**src/rtl/reg_wb_pkg.sv**
```systemverilog
// Shared types and helpers for the register write-back unit.
// Write addresses are {gfflag, num}: the upper half of the space is the float file.
package reg_wb_pkg;
    localparam int NSRC      = 3;
    localparam int NUM_W     = 4;
    localparam int DATA_W    = 32;
    localparam int DEPTH     = 2;
    localparam bit ZERO_DROP = 1'b1;

    function automatic int calc_raddr_w(input int num_w);
        return num_w + 1;
    endfunction

    localparam int RADDR_W = calc_raddr_w(NUM_W);
    localparam int NREG    = 2 ** RADDR_W;

    typedef struct packed {
        logic [RADDR_W-1:0] addr;
        logic [DATA_W-1:0]  data;
    } wb_entry_t;

    function automatic logic [NREG-1:0] onehot_en(input logic [RADDR_W-1:0] addr);
        logic [NREG-1:0] one;
        one    = '0;
        one[0] = 1'b1;
        return one << addr;
    endfunction
endpackage

```
**src/rtl/reg_writeback_unit_fifo.sv**
```systemverilog
// Per-source request FIFO; a push while full and a pop while empty are ignored.
// Pointers wrap naturally because DEPTH is a power of two.
module wb_fifo
    import reg_wb_pkg::*;
(
    input  logic      clk,
    input  logic      rst,
    input  logic      flush,
    input  logic      push,
    input  logic      pop,
    input  wb_entry_t push_entry,
    output wb_entry_t head,
    output logic      full,
    output logic      empty
);
    localparam int PTR_W = $clog2(DEPTH);
    localparam int CNT_W = PTR_W + 1;

    wb_entry_t        mem_q [DEPTH];
    wb_entry_t        mem_d [DEPTH];
    logic [PTR_W-1:0] wr_ptr_q, wr_ptr_d;
    logic [PTR_W-1:0] rd_ptr_q, rd_ptr_d;
    logic [CNT_W-1:0] count_q, count_d;
    logic             do_push;
    logic             do_pop;

    assign full    = (count_q == CNT_W'(DEPTH));
    assign empty   = (count_q == '0);
    assign do_push = push && !full;
    assign do_pop  = pop && !empty;
    assign head    = mem_q[rd_ptr_q];

    always_comb begin
        mem_d    = mem_q;
        wr_ptr_d = wr_ptr_q;
        rd_ptr_d = rd_ptr_q;
        count_d  = count_q;
        if (flush) begin
            wr_ptr_d = '0;
            rd_ptr_d = '0;
            count_d  = '0;
        end else begin
            if (do_push) begin
                mem_d[wr_ptr_q] = push_entry;
                wr_ptr_d        = wr_ptr_q + PTR_W'(1);
            end
            if (do_pop) begin
                rd_ptr_d = rd_ptr_q + PTR_W'(1);
            end
            case ({do_push, do_pop})
                2'b10:   count_d = count_q + CNT_W'(1);
                2'b01:   count_d = count_q - CNT_W'(1);
                default: count_d = count_q;
            endcase
        end
    end

    always_ff @(posedge clk) begin
        if (rst) begin
            wr_ptr_q <= '0;
            rd_ptr_q <= '0;
            count_q  <= '0;
        end else begin
            wr_ptr_q <= wr_ptr_d;
            rd_ptr_q <= rd_ptr_d;
            count_q  <= count_d;
        end
    end

    // Storage needs no reset: the count alone decides what is valid.
    always_ff @(posedge clk) begin
        mem_q <= mem_d;
    end
endmodule

```
**src/rtl/reg_writeback_unit.sv**
```systemverilog
// Multi-source register write-back: per-source FIFOs, round-robin pick of one
// request per cycle, registered single write port with one-hot enables.
module reg_writeback_unit
    import reg_wb_pkg::*;
(
    input  logic                         clk,
    input  logic                         rst,
    input  logic                         flush,
    input  logic [NSRC-1:0]              in_valid,
    output logic [NSRC-1:0]              in_ready,
    input  logic [NSRC-1:0]              in_gfflag,
    input  logic [NSRC-1:0][NUM_W-1:0]   in_num,
    input  logic [NSRC-1:0][DATA_W-1:0]  in_data,
    output logic                         wr_valid,
    output logic [RADDR_W-1:0]           wr_addr,
    output logic [DATA_W-1:0]            wr_data,
    output logic [NREG-1:0]              wr_enables,
    output logic                         busy
);
    localparam int SRC_W = (NSRC > 1) ? $clog2(NSRC) : 1;

    logic [NSRC-1:0]    fifo_full;
    logic [NSRC-1:0]    fifo_empty;
    logic [NSRC-1:0]    pop;
    wb_entry_t          heads [NSRC];
    wb_entry_t          popped;
    logic               grant_valid;
    logic [SRC_W-1:0]   grant_idx;
    int                 cand;
    logic [SRC_W-1:0]   rr_ptr_q, rr_ptr_d;
    logic               wr_valid_q, wr_valid_d;
    logic [RADDR_W-1:0] wr_addr_q, wr_addr_d;
    logic [DATA_W-1:0]  wr_data_q, wr_data_d;
    logic [NREG-1:0]    wr_enables_q, wr_enables_d;

    for (genvar i = 0; i < NSRC; i++) begin : g_src
        wb_entry_t push_entry;
        assign push_entry = '{addr: {in_gfflag[i], in_num[i]}, data: in_data[i]};
        wb_fifo u_fifo (
            .clk        (clk),
            .rst        (rst),
            .flush      (flush),
            .push       (in_valid[i]),
            .pop        (pop[i]),
            .push_entry (push_entry),
            .head       (heads[i]),
            .full       (fifo_full[i]),
            .empty      (fifo_empty[i])
        );
    end

    // First non-empty source at or after the pointer, wrapping.
    always_comb begin
        grant_valid = 1'b0;
        grant_idx   = '0;
        cand        = 0;
        for (int k = 0; k < NSRC; k++) begin
            cand = (int'(rr_ptr_q) + k) % NSRC;
            if (!grant_valid && !fifo_empty[SRC_W'(cand)]) begin
                grant_valid = 1'b1;
                grant_idx   = SRC_W'(cand);
            end
        end
    end

    always_comb begin
        pop          = '0;
        popped       = heads[grant_idx];
        rr_ptr_d     = rr_ptr_q;
        wr_valid_d   = 1'b0;
        wr_addr_d    = wr_addr_q;
        wr_data_d    = wr_data_q;
        wr_enables_d = '0;
        if (flush) begin
            wr_addr_d = '0;
            wr_data_d = '0;
        end else if (grant_valid) begin
            pop[grant_idx] = 1'b1;
            rr_ptr_d = (grant_idx == SRC_W'(NSRC - 1)) ? '0 : grant_idx + SRC_W'(1);
            // Address 0 is the hardwired general zero register: consume silently.
            if (!(ZERO_DROP && popped.addr == '0)) begin
                wr_valid_d   = 1'b1;
                wr_addr_d    = popped.addr;
                wr_data_d    = popped.data;
                wr_enables_d = onehot_en(popped.addr);
            end
        end
    end

    always_ff @(posedge clk) begin
        if (rst) begin
            rr_ptr_q     <= '0;
            wr_valid_q   <= 1'b0;
            wr_addr_q    <= '0;
            wr_data_q    <= '0;
            wr_enables_q <= '0;
        end else begin
            rr_ptr_q     <= rr_ptr_d;
            wr_valid_q   <= wr_valid_d;
            wr_addr_q    <= wr_addr_d;
            wr_data_q    <= wr_data_d;
            wr_enables_q <= wr_enables_d;
        end
    end

    assign in_ready   = ~fifo_full;
    assign wr_valid   = wr_valid_q;
    assign wr_addr    = wr_addr_q;
    assign wr_data    = wr_data_q;
    assign wr_enables = wr_enables_q;
    assign busy       = (|(~fifo_empty)) || wr_valid_q;
endmodule

```
**config.mk**
```make
export PLATFORM = sky130hd
export DESIGN_NAME = reg_writeback_unit
export DESIGN_NICKNAME = d
export VERILOG_FILES = /design/src/rtl/reg_wb_pkg.sv /design/src/rtl/reg_writeback_unit_fifo.sv /design/src/rtl/reg_writeback_unit.sv
export SDC_FILE = /design/constraint.sdc
export NUM_CORES = 1
export LEC_CHECK = 0
export ABC_AREA = 1
export CAP_MARGIN = 30
export CORE_MARGIN = 2
export CORE_UTILIZATION = 30
export CTS_BUF_LIST = sky130_fd_sc_hd__clkbuf_4 sky130_fd_sc_hd__clkbuf_8 sky130_fd_sc_hd__clkbuf_16
export DETAILED_ROUTE_END_ITERATION = 12
export GPL_TIMING_DRIVEN = 0
export HOLD_SLACK_MARGIN = 0.15
export PLACE_DENSITY_LB_ADDON = 0.05
export SYNTH_ARGS = -nofsm -noshare
export SYNTH_HDL_FRONTEND = slang
export SYNTH_SLANG_ARGS = --single-unit
```
**constraint.sdc**
```tcl
create_clock -name clk -period 4.3 [get_ports clk]
set_clock_uncertainty 0.1 [all_clocks]
set_input_delay 0.86 -clock clk [delete_from_list [all_inputs] [get_ports clk]]
set_output_delay 0.86 -clock clk [all_outputs]
set_load 0.005 [all_outputs]
```
# Yosys cells after proc, flatten, opt, wreduce, memory -nomap -nowiden
# Cells that the tools add are included.
# word_totals
register_bits	306
in_bits	117
output_inout_bits	74
word_cells	165
# op_classes
n_addsub	15
n_div	3
n_lt_le_gt_ge	15
eq_ne	10
n_shift	1
mux	45
bitwise_logic	12
reduce_logical	38
# ops
cell	n
$mux W37	14
$bwmux W74	3
$demux W37 S1	3
$bmux W37 S2	1
$mod A32 B3 Y32 const B	2
$mod A3 B3 Y32 const B	1
$shl A1 B5 Y32 const A	1
$eq A2 B2 Y1 const B	7
$ge A2 B2 Y1 const B	6
$logic_and A1 B1 Y1	12
$lt A2 B4 Y1 const B	3
$not A1 Y2	6
$pmux W2 S2	3
$mux W1	11
$reduce_and A2 Y1	5
$logic_not A1 Y1	9
$add A2 B1 Y2 const B	4
$mux W2	4
$add A1 B1 Y1 const B	6
$bmux W1 S2	3
$eq A2 B1 Y1 const B	3
$logic_not A2 Y1	3
$lt A2 B1 Y1 const B	3
$mux W3	2
other kinds (16)	24

# Longest topological paths before layout
# logic_depth
ltp_word	20
mapped_depth	21
ltp_nobuf	20

# Cells and area by module
# A second synthesis with hierarchy kept.
# unflattened
hier_cells	1240
hier_area_um2	12585.8
# by_module_without_submodules
mod	instances	cells_per_inst	area_each_um2	seq_area_each_um2
wb_fifo	3	231	2950.3	2302.2
reg_writeback_unit	1	547	3734.8	1441.4

# Worst setup path after synthesis
# OpenSTA, ideal clock, no wires.
# synth_path
path_type	in2reg
start	input flush
end	register g_src[0].u_fifo.mem_q[0] (netlist name), enable pin
arrival_ns	3.655
required_ns	3.723
slack_ns	0.067
stages	2
n_path_buf	1
path_cell_list	clkbuf_1 nor3_1
# synth_between
elab_chain_cells	2
# synth_rtl
element	line_no	text
start: declaration	reg_writeback_unit.sv:8	input logic flush,
$not A1 Y1 (no line)	n/a	
$reduce_and A2 Y1 (no line)	n/a	
end signal: assignment	reg_writeback_unit_fifo.sv:72	mem_q <= mem_d;
end: declaration	reg_writeback_unit_fifo.sv:19	wb_entry_t mem_q [DEPTH];
# Every way passes these cells.
# A chain may end at the register's enable or synchronous reset.

# Worst setup path in the final report
# layout_path
start	register rr_ptr_q[0]
end	register wr_data_q[14] (netlist: wr_data[14])
# layout_between
elab_chain_cells	18
elab_cells_between_ends	32
cone_classes	2 x add/sub; 3 x div; 18 x mux; 2 x bitwise; 7 x reduce/logical
# layout_rtl
element	line_no	text
start: declaration	reg_writeback_unit.sv:30	logic [SRC_W-1:0] rr_ptr_q, rr_ptr_d;
start signal: assignment	reg_writeback_unit.sv:98	rr_ptr_q <= rr_ptr_d;
$add A2 B1 Y3	reg_writeback_unit.sv:58	cand = (int'(rr_ptr_q) + k) % NSRC;
$mod A32 B3 Y32	reg_writeback_unit.sv:58	
$bmux W1 S2	reg_writeback_unit.sv:59	if (!grant_valid && !fifo_empty[SRC_W'(cand)]) begin
$mux W1 (implied by the code) (2 in a row)	reg_writeback_unit.sv:59	
$logic_not A1 Y1	reg_writeback_unit.sv:59	
$logic_and A1 B1 Y1	reg_writeback_unit.sv:59	
$mux W1	reg_writeback_unit.sv:59	
$logic_not A1 Y1	reg_writeback_unit.sv:59	
$logic_and A1 B1 Y1	reg_writeback_unit.sv:59	
$mux W2	reg_writeback_unit.sv:59	
$not A2 Y3 (implied by the code)	reg_writeback_unit.sv:68	popped = heads[grant_idx];
$bmux W37 S2	reg_writeback_unit.sv:68	
$mux W37 (implied by the code) (2 in a row)	reg_writeback_unit.sv:68	
$logic_not A5 Y1	reg_writeback_unit.sv:81	if (!(ZERO_DROP && popped.addr == '0)) begin
$not A1 Y1 (no line)	n/a	
$reduce_and A2 Y1 (no line)	n/a	
end signal: assignment	reg_writeback_unit.sv:101	wr_data_q <= wr_data_d;
end: declaration	reg_writeback_unit.sv:33	logic [DATA_W-1:0] wr_data_q, wr_data_d;
# Parallel ways exist; a longest one is shown, timed or not. The select of a mux whose other input is x is not followed.

==> summary.md <==
| Metric | Value |
|---|---|
| Max frequency | `276 MHz` |
| Clk_lat worst skew | `0.53 ns` |
| Die area | `0.0411 sq mm` |
| Final Power | `10.3 mW` |
| Switch share | `37.4%` |
| Worst Tran Pin Value | `0.895 ns` |
| Core box area | `0.0388 sq mm` |
| First-pass GRT wire length | `54800 um` |
| DR pass1 iterations | `4` |
| Max_slew headroom | `40.0%` |
| Post-synthesis cell area | `0.0119 sq mm` |
| Crit share post-route | `84.3%` |
| Final setup vio count | `0` |
| Number of DRC markers in iteration 0 | `452` |
| Crit start category | `flop` |
| Worst Hold Depth | `2` |
| Max Cap Viol | `0` |
| RSZ-0062 raised after global routing | `false` |
| Worst path max stage delay | `0.63 ns` |
| Gate power share | `36.9%` |
| Flop and latch count out of synthesis | `306` |
| Mean post-synth cell area | `10.9 sq um` |
| Row cnt | `72` |
| Max H-tree Level | `2` |
| Slack of the worst reg-to-reg path | `0.68 ns` |
| Worst Hold Endpoint | `wr_addr[0]` |
| Cts bufs inserted | `36` |
| Layout Nets | `1459` |
| Setup bufs post-CTS | `0` |
| Drt wl/cell | `19.8 um` |
| Leakage power | `5.78 nW` |
| Post-route ant nets | `0` |
| CTS tree | `done` |
| Peak supply drop | `0.312 mV` |
| Power Density | `648 mW/mm^2` |
| Critical Path Most Common Cell | `nand2_1` |
| Worst-path fanout max | `10` |
| Post-CTS resize count | `0` |
| DP HPWL | `27000 um` |
| Initial antenna violation count | `2` |
| GRT overflow | `0` |
| Top delay family on crit path | `simple AND/OR/NAND/NOR gates` |
| Post-cts hold buffer count | `0` |
| Min-Delay Path Class | `reg -> reg` |
| DRC viols | `0` |
| Fin crit period | `3.62 ns` |
| Pin count of the biggest net entering global routing | `13` |
| Warnings, synthesis | `0` |
| Syn nets | `1207` |
| Sequential area share after synthesis | `70.4%` |
| Port bufs | `190` |
| Die H | `203 um` |
| Crit end category | `flop` |
| Clk root buf | `clkbuf_16` |
| Hold Vio Cnt, Final | `0` |
| Clock tree sinks | `306` |
| Reg2reg end | `wr_data[14]` |
| Post-synthesis cell type count | `32` |
| Routability cong. | `0.761` |
| Worst hold path startpoint | `wr_addr[0]` |
| Layout cells sized above 1 | `9.39%` |
| Post-route setup slack | `0.675 ns` |
| Total GRT Usage | `18.2%` |
| Clk buf depth | `3` |
| Placement Setup Slack | `0.632 ns` |
| I/O pins | `191` |
| Finished Core Util | `41.0%` |
| Setup TNS | `0 ns` |
| Crit path DAT | `3.95 ns` |
| Worst R2R Path Depth | `17` |
| Number of global-route vias before repair | `8515` |
| Critical path buffers and inverters | `3` |
| Power Internal | `6.46 mW` |
| WS Path Type | `reg -> reg` |
| Max-slew violation count | `0` |
| Clk slew on worst S/H paths | `0.07 ns` |
| Register share of total power | `33.6%` |
| Post-synthesis cell count | `1084` |
| Slowest stage cell, crit path | `clkbuf_1` |
| Die X | `203 um` |
| Crit path depth | `17` |
| Sw Pwr | `3.86 mW` |
| Worst flop-to-flop path startpoint | `rr_ptr_q[0]` |
| Worst Path Required | `4.63 ns` |
| Area Growth Syn to Fin | `34.3%` |
| Status | `completed` |
| Final wirelength | `37300 um` |
| Vias | `8619` |
| Clock share of power | `29.5%` |
| Initial core utilization | `30.5%` |
| Vias per cell | `4.58` |
| CP Cell Sequence | `inv_1 > ha_1 > inv_1 > nand2_1 > nand2_1 > nand2_1 > nand2_1 > nand3_1 > nand3_2 > nand2_1 > nand2_1 > clkbuf_1 > a21oi_1 > nor3_1 > nand3_1 > nand2_1 > nor2_1` |
placed cells by master (no fill, tap or decap), drive strengths merged:
cell type / count
conb: 1
o22ai: 5
clkbuf: 103
nand3: 67
a211oi: 1
inv: 35
diode: 1
nand3b: 2
nand4: 5
ha: 6
nor2: 104
clkinvlp: 1
nand2: 290
clkinv: 7
dfxtp: 84
nor3: 37
nor4: 2
a21oi: 126
or2: 10
edfxtp: 222
clkdlybuf4s50: 190
mux2i: 8
buf: 34
o21ai: 23
synth_stat cells, drive strengths merged:
library cell / n / share of area (%)
a211oi: 1 / 0.063
nor2: 104 / 3.5
ha: 6 / 0.63
buf: 10 / 0.52
o21ai: 23 / 0.97
nand4: 5 / 0.32
clkbuf: 45 / 1.4
dfxtp: 84 / 14
nand3: 67 / 3.0
conb: 1 / 0.032
inv: 35 / 1.1
mux2i: 8 / 0.68
edfxtp: 222 / 56
nand2: 290 / 9.3
o22ai: 5 / 0.26
a21oi: 126 / 5.3
nor4: 2 / 0.11
or2: 10 / 0.53
nor3: 37 / 1.6
clkinv: 1 / 0.032
nand3b: 2 / 0.13
per-stage QoR:
stage / hold WS [ns] / instances / area, sq um
after global placement: 0.362 / 1792 / 14400
after floorplan: 0.355 / 1084 / 11900
after global routing: 0.408 / 1881 / 15900
after detailed placement: 0.372 / 1816 / 14700
after CTS: 0.387 / 1881 / 15900
final: 0.384 / 1882 / 15900
worst register-to-register path: stages, from the launching register on:
cell and delay [ns]:
dfxtp_1 0.36, inv_1 0.07, ha_1 0.35, inv_1 0.11, nand2_1 0.06, nand2_1 0.08
nand2_1 0.05, nand2_1 0.10, nand3_1 0.13, nand3_2 0.17, nand2_1 0.15, nand2_1 0.37
clkbuf_1 0.64, a21oi_1 0.10, nor3_1 0.40, nand3_1 0.15, nand2_1 0.09, nor2_1 0.05
worst max path at each step:
stage                           start                         to
after floorplan                 flush   g_src[0].u_fifo.mem_q[0]
after global placement          flush  g_src[2].u_fifo.mem_q[56]
after detailed placement  rr_ptr_q[0]                wr_data[14]
after CTS                 rr_ptr_q[0]                wr_data[14]
after global routing      rr_ptr_q[0]                wr_data[14]
final                     rr_ptr_q[0]                wr_data[14]
final cells by class:
| class | count | area [sq um] |
|---|---|---|
| Multi-Input combinational cell | 687 | 3170 |
| Sequential cell | 306 | 8350 |
| Buffer | 55 | 230 |
| Clock buffer | 58 | 1160 |
| Timing Repair Buffer | 214 | 2180 |
| Tap cell | 518 | 648 |
| Fill cell | 3772 | 22900 |
| Clock inverter | 7 | 43.8 |
| Inverter | 36 | 135 |
| Antenna cell | 1 | 2.50 |
metal layers:
| layer | GRT usage [%] | vias up | routed length [um] |
|---|---|---|---|
| met3 | 3.50 | 63 | 1980 |
| li1 | - | 4232 | - |
| met2 | 30.3 | 236 | 17500 |
| met4 | 6.13 | 4 | 1070 |
| met1 | 23.8 | 4084 | 16700 |
| met5 | 0 | - | 29 |
kinds of logic (layout without fill, tap and decap cells):
kind of cell    count (synthesis)  in the layout  synth area share (%)
flops                         306            306                  70.4
simple gates                  517            517                  18.5
other cells                     1              2                0.0316
fa+ha+maj                       6              6                 0.633
compound gates                155            155                  6.62
buf+inv                        91            370                  3.08
mux                             8              8                 0.676
power by group through the flow:
stage	Sequential [mW]	Clock (mW)	Combinational, mW
global placement	3.54	0	3.83
floorplan	3.52	0	2.31
finish	3.47	3.04	3.81
CTS	3.47	3.11	3.88
global route	3.49	3.21	4.25
detailed placement	3.53	0	3.87
sequential cells by signal, indices dropped and copies added (netlist names):
| register | cells |
|---|---|
| g_src.u_fifo.count_q | 6 |
| g_src.u_fifo.mem_q | 222 |
| g_src.u_fifo.rd_ptr_q | 3 |
| g_src.u_fifo.wr_ptr_q | 3 |
| rr_ptr_q | 2 |
| wr_addr | 5 |
| wr_data | 32 |
| wr_enables | 32 |
| wr_valid | 1 |
(Power assumes the default switching activity.)
